### config.mk
export PLATFORM = sky130hd
export DESIGN_NAME = pipeline_mem_stage
export DESIGN_NICKNAME = d
export VERILOG_FILES = /design/src/rtl/pipeline_mem_pkg.sv /design/src/rtl/mem_load_align.sv /design/src/rtl/pipeline_mem_stage.sv
export SDC_FILE = /design/constraint.sdc
export NUM_CORES = 2
export LEC_CHECK = 0
export BUFFER_PORTS_ARGS = -buffer_cell sky130_fd_sc_hd__buf_2
export CAP_MARGIN = 20
export CORE_AREA = 2 2 366 368
export CTS_BUF_LIST = sky130_fd_sc_hd__clkbuf_8
export DETAILED_ROUTE_END_ITERATION = 7
export DIE_AREA = 0 0 368 370
export GPL_ROUTABILITY_DRIVEN = 0
export SETUP_SLACK_MARGIN = 0.15
export SLEW_MARGIN = 30
export SYNTH_ARGS = -nofsm -noshare
export SYNTH_HDL_FRONTEND = slang
export SYNTH_SLANG_ARGS = --single-unit
### constraint.sdc
create_clock -name clk -period 3.6 [get_ports clk]
set_input_delay 0.18 -clock clk [delete_from_list [all_inputs] [get_ports clk]]
set_output_delay 0.18 -clock clk [all_outputs]
set_load 0.005 [all_outputs]
### src/rtl/pipeline_mem_pkg.sv
`default_nettype none
// ============================================================================
// Module   : pipeline_mem_pkg
// Brief    : Shared types and constants for the pipeline memory stage.
// Revision : 1.0
// ============================================================================
package pipeline_mem_pkg;

  typedef enum logic [2:0] {
    ST_IDLE  = 3'd0,
    ST_R_REQ = 3'd1,
    ST_W_REQ = 3'd2,
    ST_WB    = 3'd3,
    ST_ERR   = 3'd4
  } mem_state_e;

  typedef enum logic [1:0] {
    OP_NONE  = 2'd0,
    OP_LOAD  = 2'd1,
    OP_STORE = 2'd2,
    OP_RSVD  = 2'd3
  } mem_op_e;

  typedef enum logic [1:0] {
    SZ_BYTE   = 2'd0,
    SZ_HALF   = 2'd1,
    SZ_WORD   = 2'd2,
    SZ_DOUBLE = 2'd3
  } mem_size_e;

  localparam logic [3:0] c_BYTES_BYTE   = 4'd1;
  localparam logic [3:0] c_BYTES_HALF   = 4'd2;
  localparam logic [3:0] c_BYTES_WORD   = 4'd4;
  localparam logic [3:0] c_BYTES_DOUBLE = 4'd8;

  function automatic logic [3:0] size_bytes(input logic [1:0] size);
    logic [3:0] n;
    case (size)
      SZ_BYTE: n = c_BYTES_BYTE;
      SZ_HALF: n = c_BYTES_HALF;
      SZ_WORD: n = c_BYTES_WORD;
      default: n = c_BYTES_DOUBLE;
    endcase
    return n;
  endfunction

endpackage
`default_nettype wire

### src/rtl/mem_load_align.sv
`default_nettype none
// ============================================================================
// Module   : mem_load_align
// Brief    : Extracts a little-endian load from a read line and extends it.
// Revision : 1.0
// ============================================================================
module mem_load_align
  import pipeline_mem_pkg::*;
#(
  parameter int DATA_WIDTH  = 64,
  parameter int BUFFER_SIZE = 512
) (
  input  logic [BUFFER_SIZE-1:0]         line,
  input  logic [$clog2(BUFFER_SIZE/8)-1:0] offset,
  input  logic [1:0]                     size,
  input  logic                           is_unsigned,
  output logic [DATA_WIDTH-1:0]          data
);

  logic [DATA_WIDTH-1:0] w_win;
  logic [DATA_WIDTH-1:0] w_word_ext;
  logic                  w_sign_b;
  logic                  w_sign_h;
  logic                  w_sign_w;

  assign w_win    = DATA_WIDTH'(line >> {offset, 3'b000});
  assign w_sign_b = w_win[7]  & ~is_unsigned;
  assign w_sign_h = w_win[15] & ~is_unsigned;
  assign w_sign_w = w_win[31] & ~is_unsigned;

  // A word already fills a 32-bit register, so it needs no extension there.
  generate
    if (DATA_WIDTH > 32) begin : g_word_ext
      assign w_word_ext = {{(DATA_WIDTH-32){w_sign_w}}, w_win[31:0]};
    end else begin : g_word_full
      assign w_word_ext = w_win;
    end
  endgenerate

  always_comb begin
    data = w_win;
    case (size)
      SZ_BYTE: data = {{(DATA_WIDTH-8){w_sign_b}}, w_win[7:0]};
      SZ_HALF: data = {{(DATA_WIDTH-16){w_sign_h}}, w_win[15:0]};
      SZ_WORD: data = w_word_ext;
      default: data = w_win;
    endcase
  end

endmodule
`default_nettype wire

### src/rtl/pipeline_mem_stage.sv
`default_nettype none
// ============================================================================
// Module   : pipeline_mem_stage
// Brief    : Memory stage: line-based loads, lane-shifted stores, writeback.
// Revision : 1.0
// ============================================================================
module pipeline_mem_stage
  import pipeline_mem_pkg::*;
#(
  parameter int ADDR_WIDTH  = 64,
  parameter int DATA_WIDTH  = 64,
  parameter int BUFFER_SIZE = 512
) (
  input  logic                    clk,
  input  logic                    reset_n,
  input  logic                    in_valid,
  output logic                    in_ready,
  input  logic [DATA_WIDTH-1:0]   ex_res,
  input  logic [DATA_WIDTH-1:0]   r2_val,
  input  logic [4:0]              dst_reg,
  input  logic [1:0]              mem_op,
  input  logic [1:0]              mem_size,
  input  logic                    mem_unsigned,
  output logic                    wb_enable,
  output logic [4:0]              wb_dst_reg,
  output logic [DATA_WIDTH-1:0]   wb_dst_val,
  output logic                    misalign,
  output logic [ADDR_WIDTH-1:0]   S_R_ADDR,
  output logic                    S_R_ADDR_VALID,
  input  logic [BUFFER_SIZE-1:0]  S_R_DATA,
  input  logic                    S_R_DATA_VALID,
  output logic [ADDR_WIDTH-1:0]   S_W_ADDR,
  output logic [DATA_WIDTH-1:0]   S_W_DATA,
  output logic [DATA_WIDTH/8-1:0] S_W_STRB,
  output logic                    S_W_VALID,
  input  logic                    S_W_READY
);

  localparam int c_STRB_W     = DATA_WIDTH / 8;
  localparam int c_LINE_OFF_W = $clog2(BUFFER_SIZE / 8);
  localparam int c_WORD_OFF_W = $clog2(DATA_WIDTH / 8);
  localparam logic [ADDR_WIDTH-1:0] c_LINE_MASK = ~ADDR_WIDTH'(BUFFER_SIZE / 8 - 1);
  localparam logic [ADDR_WIDTH-1:0] c_WORD_MASK = ~ADDR_WIDTH'(DATA_WIDTH / 8 - 1);

  mem_state_e            r_state;
  mem_state_e            w_state_nxt;
  logic                  r_run;
  logic [DATA_WIDTH-1:0] r_ex;
  logic [DATA_WIDTH-1:0] r_r2;
  logic [4:0]            r_dst;
  logic [1:0]            r_size;
  logic                  r_uns;
  logic [DATA_WIDTH-1:0] r_wb_val;

  logic                  w_accept;
  logic [2:0]            w_low_mask;
  logic                  w_misalign;
  logic [ADDR_WIDTH-1:0] w_addr;
  logic [DATA_WIDTH-1:0] w_load_data;
  logic [DATA_WIDTH-1:0] w_store_mask;
  logic [c_STRB_W-1:0]   w_strb_base;
  logic [c_WORD_OFF_W-1:0] w_word_off;
  logic                  w_rd_done;

  assign w_accept   = in_valid && in_ready;
  assign w_low_mask = 3'(size_bytes(mem_size) - 4'd1);
  assign w_misalign = ((ex_res[2:0] & w_low_mask) != 3'd0) ||
                      ((mem_size == SZ_DOUBLE) && (DATA_WIDTH == 32));
  assign w_rd_done  = (r_state == ST_R_REQ) && S_R_DATA_VALID;

  always_comb begin
    w_state_nxt = r_state;
    case (r_state)
      ST_IDLE: begin
        if (w_accept) begin
          if (mem_op == OP_LOAD)
            w_state_nxt = w_misalign ? ST_ERR : ST_R_REQ;
          else if (mem_op == OP_STORE)
            w_state_nxt = w_misalign ? ST_ERR : ST_W_REQ;
          else
            w_state_nxt = ST_WB;
        end
      end
      ST_R_REQ: if (S_R_DATA_VALID) w_state_nxt = ST_WB;
      ST_W_REQ: if (S_W_READY)      w_state_nxt = ST_IDLE;
      default:  w_state_nxt = ST_IDLE;
    endcase
  end

  // r_run keeps in_ready low until the first edge after reset release.
  always_ff @(posedge clk or negedge reset_n) begin
    if (!reset_n) begin
      r_state  <= ST_IDLE;
      r_run    <= 1'b0;
      r_ex     <= '0;
      r_r2     <= '0;
      r_dst    <= '0;
      r_size   <= '0;
      r_uns    <= 1'b0;
      r_wb_val <= '0;
    end else begin
      r_state <= w_state_nxt;
      r_run   <= 1'b1;
      if (w_accept) begin
        r_ex     <= ex_res;
        r_r2     <= r2_val;
        r_dst    <= dst_reg;
        r_size   <= mem_size;
        r_uns    <= mem_unsigned;
        r_wb_val <= ex_res;
      end else if (w_rd_done) begin
        r_wb_val <= w_load_data;
      end
    end
  end

  generate
    if (ADDR_WIDTH > DATA_WIDTH) begin : g_addr_wide
      assign w_addr = {{(ADDR_WIDTH-DATA_WIDTH){1'b0}}, r_ex};
    end else if (ADDR_WIDTH == DATA_WIDTH) begin : g_addr_equal
      assign w_addr = r_ex;
    end else begin : g_addr_narrow
      assign w_addr = r_ex[ADDR_WIDTH-1:0];
    end
  endgenerate

  mem_load_align #(
    .DATA_WIDTH  (DATA_WIDTH),
    .BUFFER_SIZE (BUFFER_SIZE)
  ) u_load_align (
    .line        (S_R_DATA),
    .offset      (r_ex[c_LINE_OFF_W-1:0]),
    .size        (r_size),
    .is_unsigned (r_uns),
    .data        (w_load_data)
  );

  assign w_word_off = r_ex[c_WORD_OFF_W-1:0];

  always_comb begin
    w_store_mask = '1;
    w_strb_base  = '1;
    case (r_size)
      SZ_BYTE: begin
        w_store_mask = DATA_WIDTH'(64'h0000_0000_0000_00FF);
        w_strb_base  = c_STRB_W'(8'h01);
      end
      SZ_HALF: begin
        w_store_mask = DATA_WIDTH'(64'h0000_0000_0000_FFFF);
        w_strb_base  = c_STRB_W'(8'h03);
      end
      SZ_WORD: begin
        w_store_mask = DATA_WIDTH'(64'h0000_0000_FFFF_FFFF);
        w_strb_base  = c_STRB_W'(8'h0F);
      end
      default: begin
        w_store_mask = '1;
        w_strb_base  = '1;
      end
    endcase
  end

  // Bus and writeback outputs are zero outside their owning state.
  assign in_ready       = r_run && (r_state == ST_IDLE);
  assign misalign       = (r_state == ST_ERR);

  assign S_R_ADDR_VALID = (r_state == ST_R_REQ);
  assign S_R_ADDR       = S_R_ADDR_VALID ? (w_addr & c_LINE_MASK) : '0;

  assign S_W_VALID      = (r_state == ST_W_REQ);
  assign S_W_ADDR       = S_W_VALID ? (w_addr & c_WORD_MASK) : '0;
  assign S_W_DATA       = S_W_VALID ? ((r_r2 & w_store_mask) << {w_word_off, 3'b000}) : '0;
  assign S_W_STRB       = S_W_VALID ? (w_strb_base << w_word_off) : '0;

  assign wb_enable      = (r_state == ST_WB) && (r_dst != 5'd0);
  assign wb_dst_reg     = wb_enable ? r_dst : 5'd0;
  assign wb_dst_val     = wb_enable ? r_wb_val : '0;

endmodule
`default_nettype wire
# == Word-level counts from Yosys, hierarchy flattened ==
# Index checks and enable logic that the tools add are counted.
# W data, S select, Z words.
# word_totals
out_inout_bits,274
word_cells,62
in_bits,655
reg_bits,204
# op_classes
n_mux,20
n_addsub,1
reduce_logical,11
n_shift,3
eq_ne,13
bitwise_logic,6
# ops
op,n
$shr A512 B9 Y64,1
$mux W64,6
$pmux W64 S3,2
$and A64 B64 Y64,1
$shl A64 B6 Y64,1
$pmux W8 S3,1
$mux W3,7
$pmux W3 S3,2
$mux W8,1
$shl A8 B3 Y8,1
$eq A2 B1 Y1 const B,3
$eq A2 B2 Y1 const B,3
$eq A3 B2 Y1 const B,2
$mux W5,1
$reduce_bool A5 Y1,1
$logic_and A1 B1 Y1,4
$logic_not A2 Y1,2
$ne A2 B1 Y1 const B,2
$and A1 B1 Y1,3
$and A3 B3 Y3,1
$eq A3 B1 Y1 const B,1
$eq A3 B3 Y1 const B,1
$logic_not A3 Y1,1
$reduce_and A3 Y1,1
other kinds (5),5

# == Longest topological paths before layout ==
# depth
ltp_word,10
depth_mapped,14
depth_no_buf,7

# == Modules after synthesis ==
# Synthesis repeated with hierarchy kept, for this count alone.
# hier_totals
cells_unflattened,3445
hier_area_um2,34881.0
# modules_own_cells
module,cells_per_inst,seq_area_each_um2,n_inst,area_per_inst_um2
mem_load_align,2109,0.0,1,23597.6
pipeline_mem_stage,1336,5104.9,1,11283.3

# == Worst setup path after synthesis ==
# OpenSTA, ideal clock, no wires.
# synth_timing
kind,register -> register
start,register r_ex[1]
end,register r_wb_val[0]
slack_ps,852
synth_period_minus_slack_ps,2748
n_path_buf,4
setup_time_ps,127
required_ps,3473
stages_incl_launch_ff,10
arrival_time_ps,2621
cell_sequence,dfrtp_1 buf_6 buf_6 buf_2 buf_2 mux4_1 mux4_1 mux4_2 a222oi_1 inv_1
# synth_between
elab_chain_len,4
# synth_lines
element,line,source
start: declaration,pipeline_mem_stage.sv:48,logic [DATA_WIDTH-1:0] r_ex;
start signal: assignment,pipeline_mem_stage.sv:105,r_ex <= ex_res;
$shr A512 B9 Y64,mem_load_align.sv:26,"assign w_win = DATA_WIDTH'(line >> {offset, 3'b000});"
$pmux W64 S3,mem_load_align.sv:42,case (size)
$mux W64,pipeline_mem_stage.sv:111,end else if (w_rd_done) begin
$mux W64,pipeline_mem_stage.sv:104,if (w_accept) begin
end signal: assignment,pipeline_mem_stage.sv:110,r_wb_val <= ex_res;
end signal: assignment,pipeline_mem_stage.sv:112,r_wb_val <= w_load_data;
end: declaration,pipeline_mem_stage.sv:53,logic [DATA_WIDTH-1:0] r_wb_val;
# Every way passes these cells. The select of a mux whose other input is x is not followed.
# A chain may end at the register's enable or synchronous reset.

# == Final worst setup path ==
# layout_timing
start,register r_ex[2]
end,register r_wb_val[62]
# layout_between
elab_chain_len,5
elab_cells_between_ends,7
cone_classes,shift: 1; mux: 3; bitwise: 3
# layout_lines
element,line
$shr A512 B9 Y64 (*),mem_load_align.sv:26
"$and A1 B1 Y1, on equally long branches","mem_load_align.sv:29, mem_load_align.sv:27, mem_load_align.sv:28"
$pmux W64 S3 (*),mem_load_align.sv:42
$mux W64 (*),pipeline_mem_stage.sv:111
$mux W64 (*),pipeline_mem_stage.sv:104
# Every way passes the cells marked *; elsewhere a longest branch is shown, timed or not. The select of a mux whose other input is x is not followed.

==> qor.txt <==
Outcome: complete, no violations
Die height: 370 um
Clock root buffer: clkbuf_8
ANT nets after route: 0
Synth warn: 0
Post-synth top flop: dfrtp_1
Critical path capture point type: flip-flop
Startpoint Class: flip-flop
Final #Nets: 5054
Post-synth ARST share: 100%
Final Hold Viols: 0
Port Buffers: 919
Avg Inst Size Synth: 9.44 um2
Fillers: 13901
Highest net fanout along the worst path: 42
Worst endpoint required time: 4070 ps
H-tree depth: 2
Storage cell area: 5120 um2
Clk_lat worst skew: 630 ps
Clock Path Buffers: 3
R2R setup slack: 180 ps
#FFs+latches synth: 204
First-pass GRT wire length: 278000 um
Footprint of the multi-input gates: 25300 um2
Num ports: 929
# setup viols final: 0
Starting density of the core: 24.4%
Worst Skew: 55.7 ps
Leakage: 18.2 nW
P&R area growth vs syn: 31.0%
FMAX: 293 MHz
Post-DP HPWL: 166000 um
Overflow after GRT: 0
Crit path time final: 3420 ps
Seq/Total Area, Yosys: 15.8%
Worst hold stages: 4
Share of layout cells above drive strength 1: 39.9%
Clock-pin slew on the worst setup and hold paths: 80 ps
Die area: 136000 um2
Slew Limit Fails: 0
Gr usage total: 28.5%
DR pass1 iterations: 8
CTS tree: yes
Yosys cell types: 72
Post-synth EDFFs: 0
DR WL/cell: 32.3 um
1st-iter DRT viols: 5174
Vias: 37487
R2r worst-path depth: 10
Clock sink total: 204
Hold Crit Start: ex_res[28]
CTS Buf Count: 41
Vias in the first global route: 35046
Reg-to-reg critical path endpoint: r_wb_val[62]
Max-cap viol count: 0
Pin count of the biggest net entering global routing: 65
Initial antenna violation count: 207
Core Footprint: 132000 um2
Gate Count Post-Synth: 3426
Post-Syn Area: 32300 um2
Vias per Instance: 5.95
RR Startpoint: r_ex[2]
Worst-Margin Slew: 1140 ps
RSZ-0062 raised after global routing: yes
Final WL: 203000 um
DRC Markers: 0
Most frequent cells in the layout: buf_2, nand2_1, mux4_2
Final cell count without fillers: 6302
Max VDD drop: 0.000331 V
Commonest non-fill, non-tap cell in the layout: buf_2
Rel. slew slack: 24.1%
Tcrit/Tclk final: 94.9%
Arrival time worst endpoint: 3890 ps
Hold EP: r_ex[28]
# rows: 134
DIE WIDTH: 368 um
Setup total negative slack: 0 ps
Pwr/cell area: 868 nW/um2
Post-Place Cells: 5981
CP Class: flip-flop to flip-flop
Worst hold-check path type: input port to flip-flop
Final Core Density: 32.0%
==> sequential cells by signal, summed over array words and instances (netlist names) <==
signal	flops
r_dst	5
r_ex	64
r_r2	64
r_run	1
r_size	2
r_state	3
r_uns	1
r_wb_val	64
==> what timing repair did <==
item	CTS	global route
hold buffers	138	0
setup endpoints to repair	30	15
resized for setup	6	12
pin swaps	0	0
endpoints found under the hold margin	297	0
buffers inserted	0	5
==> layout make-up <==
cell class | count | area share, %
Clock buffer | 58 | 1.89
Timing Repair Buffer | 1312 | 20.0
Multi-Input combinational cell | 2815 | 59.7
Tap cell | 1768 | 5.22
Sequential cell | 204 | 12.1
Inverter | 25 | 0.263
Clock inverter | 14 | 0.183
Antenna cell | 106 | 0.626
==> kinds of logic (layout without fill, tap and decap cells) <==
group	count (synthesis)	after routing	synth area share, %
and+or+nand+nor	1232	1232	17.2
other	2	116	0.0232
buffers and inverters	415	1409	6.50
AOI/OAI and AO/OA	755	755	15.7
muxes	818	818	44.8
DFF	204	204	15.8
==> critical path: stages, from the launching register on <==
cell     delay [ps]
dfrtp_4         790
buf_12          340
buf_4           240
or3b_2          150
nor2_1           60
buf_4           190
a21oi_1         130
o21ai_0         130
and3_1          190
a21oi_1         860
a21oi_1         130
==> cells in the mapped netlist (32+ instances only) <==
master    instances  area, um2
dfrtp_1         204       5100
o22ai_1          96        601
a211oi_1         95        713
buf_4            32        240
nor2_1          187        702
nor3_1           36        180
mux2i_1         281       2810
and2_1          201       1260
nor2b_1          44        275
buf_2           133        666
mux4_1           67       1760
nand3_1          51        255
clkbuf_1        174        653
nand2_1         645       2420
a21oi_1         138        691
mux4_2          409       9210
a31oi_1          39        244
mux2_2           60        676
o21ai_0         134        671
a32oi_1          43        377
==> power by group <==
group          switching, mW  internal, mW
clock network           1.23          1.43
logic                   16.6          12.8
registers               1.33          3.42
total                   19.1          17.6
==> per-layer routing <==
layer | part of all wire (%) | routed length, um | global-route usage (%)
met5 | 0.42 | 851 | 0
met4 | 5.2 | 10600 | 12.5
met3 | 14 | 28700 | 12.3
met2 | 42 | 84900 | 41.2
met1 | 39 | 78400 | 36.8
==> how the worst max path moves through the flow <==
stage,start,to,slack (ps),cells after the start
finish,r_ex[2],r_wb_val[62],180,10
global route,r_ex[0],S_W_DATA[59],140,9
detailed placement,r_ex[1],r_wb_val[13],180,11
floorplan,r_ex[1],r_wb_val[0],850,9
global placement,r_ex[0],r_wb_val[30],190,10
CTS,r_ex[2],S_W_STRB[3],170,5
==> metrics by stage <==
stage | area (um2) | setup WS [ps] | total power [mW] | hold slack [ps]
6_report | 42300 | 185 | 36.7 | 70.8
5_1_grt | 42300 | 138 | 38.6 | 49.7
4_1_cts | 42000 | 169 | 36.0 | 0.818
3_5_place_dp | 39700 | 181 | 33.1 | 189
3_3_place_gp | 39700 | 188 | 32.7 | 178
2_1_floorplan | 32400 | 852 | 23.1 | -116
No activity file was read; power rests on OpenSTA's default activity.
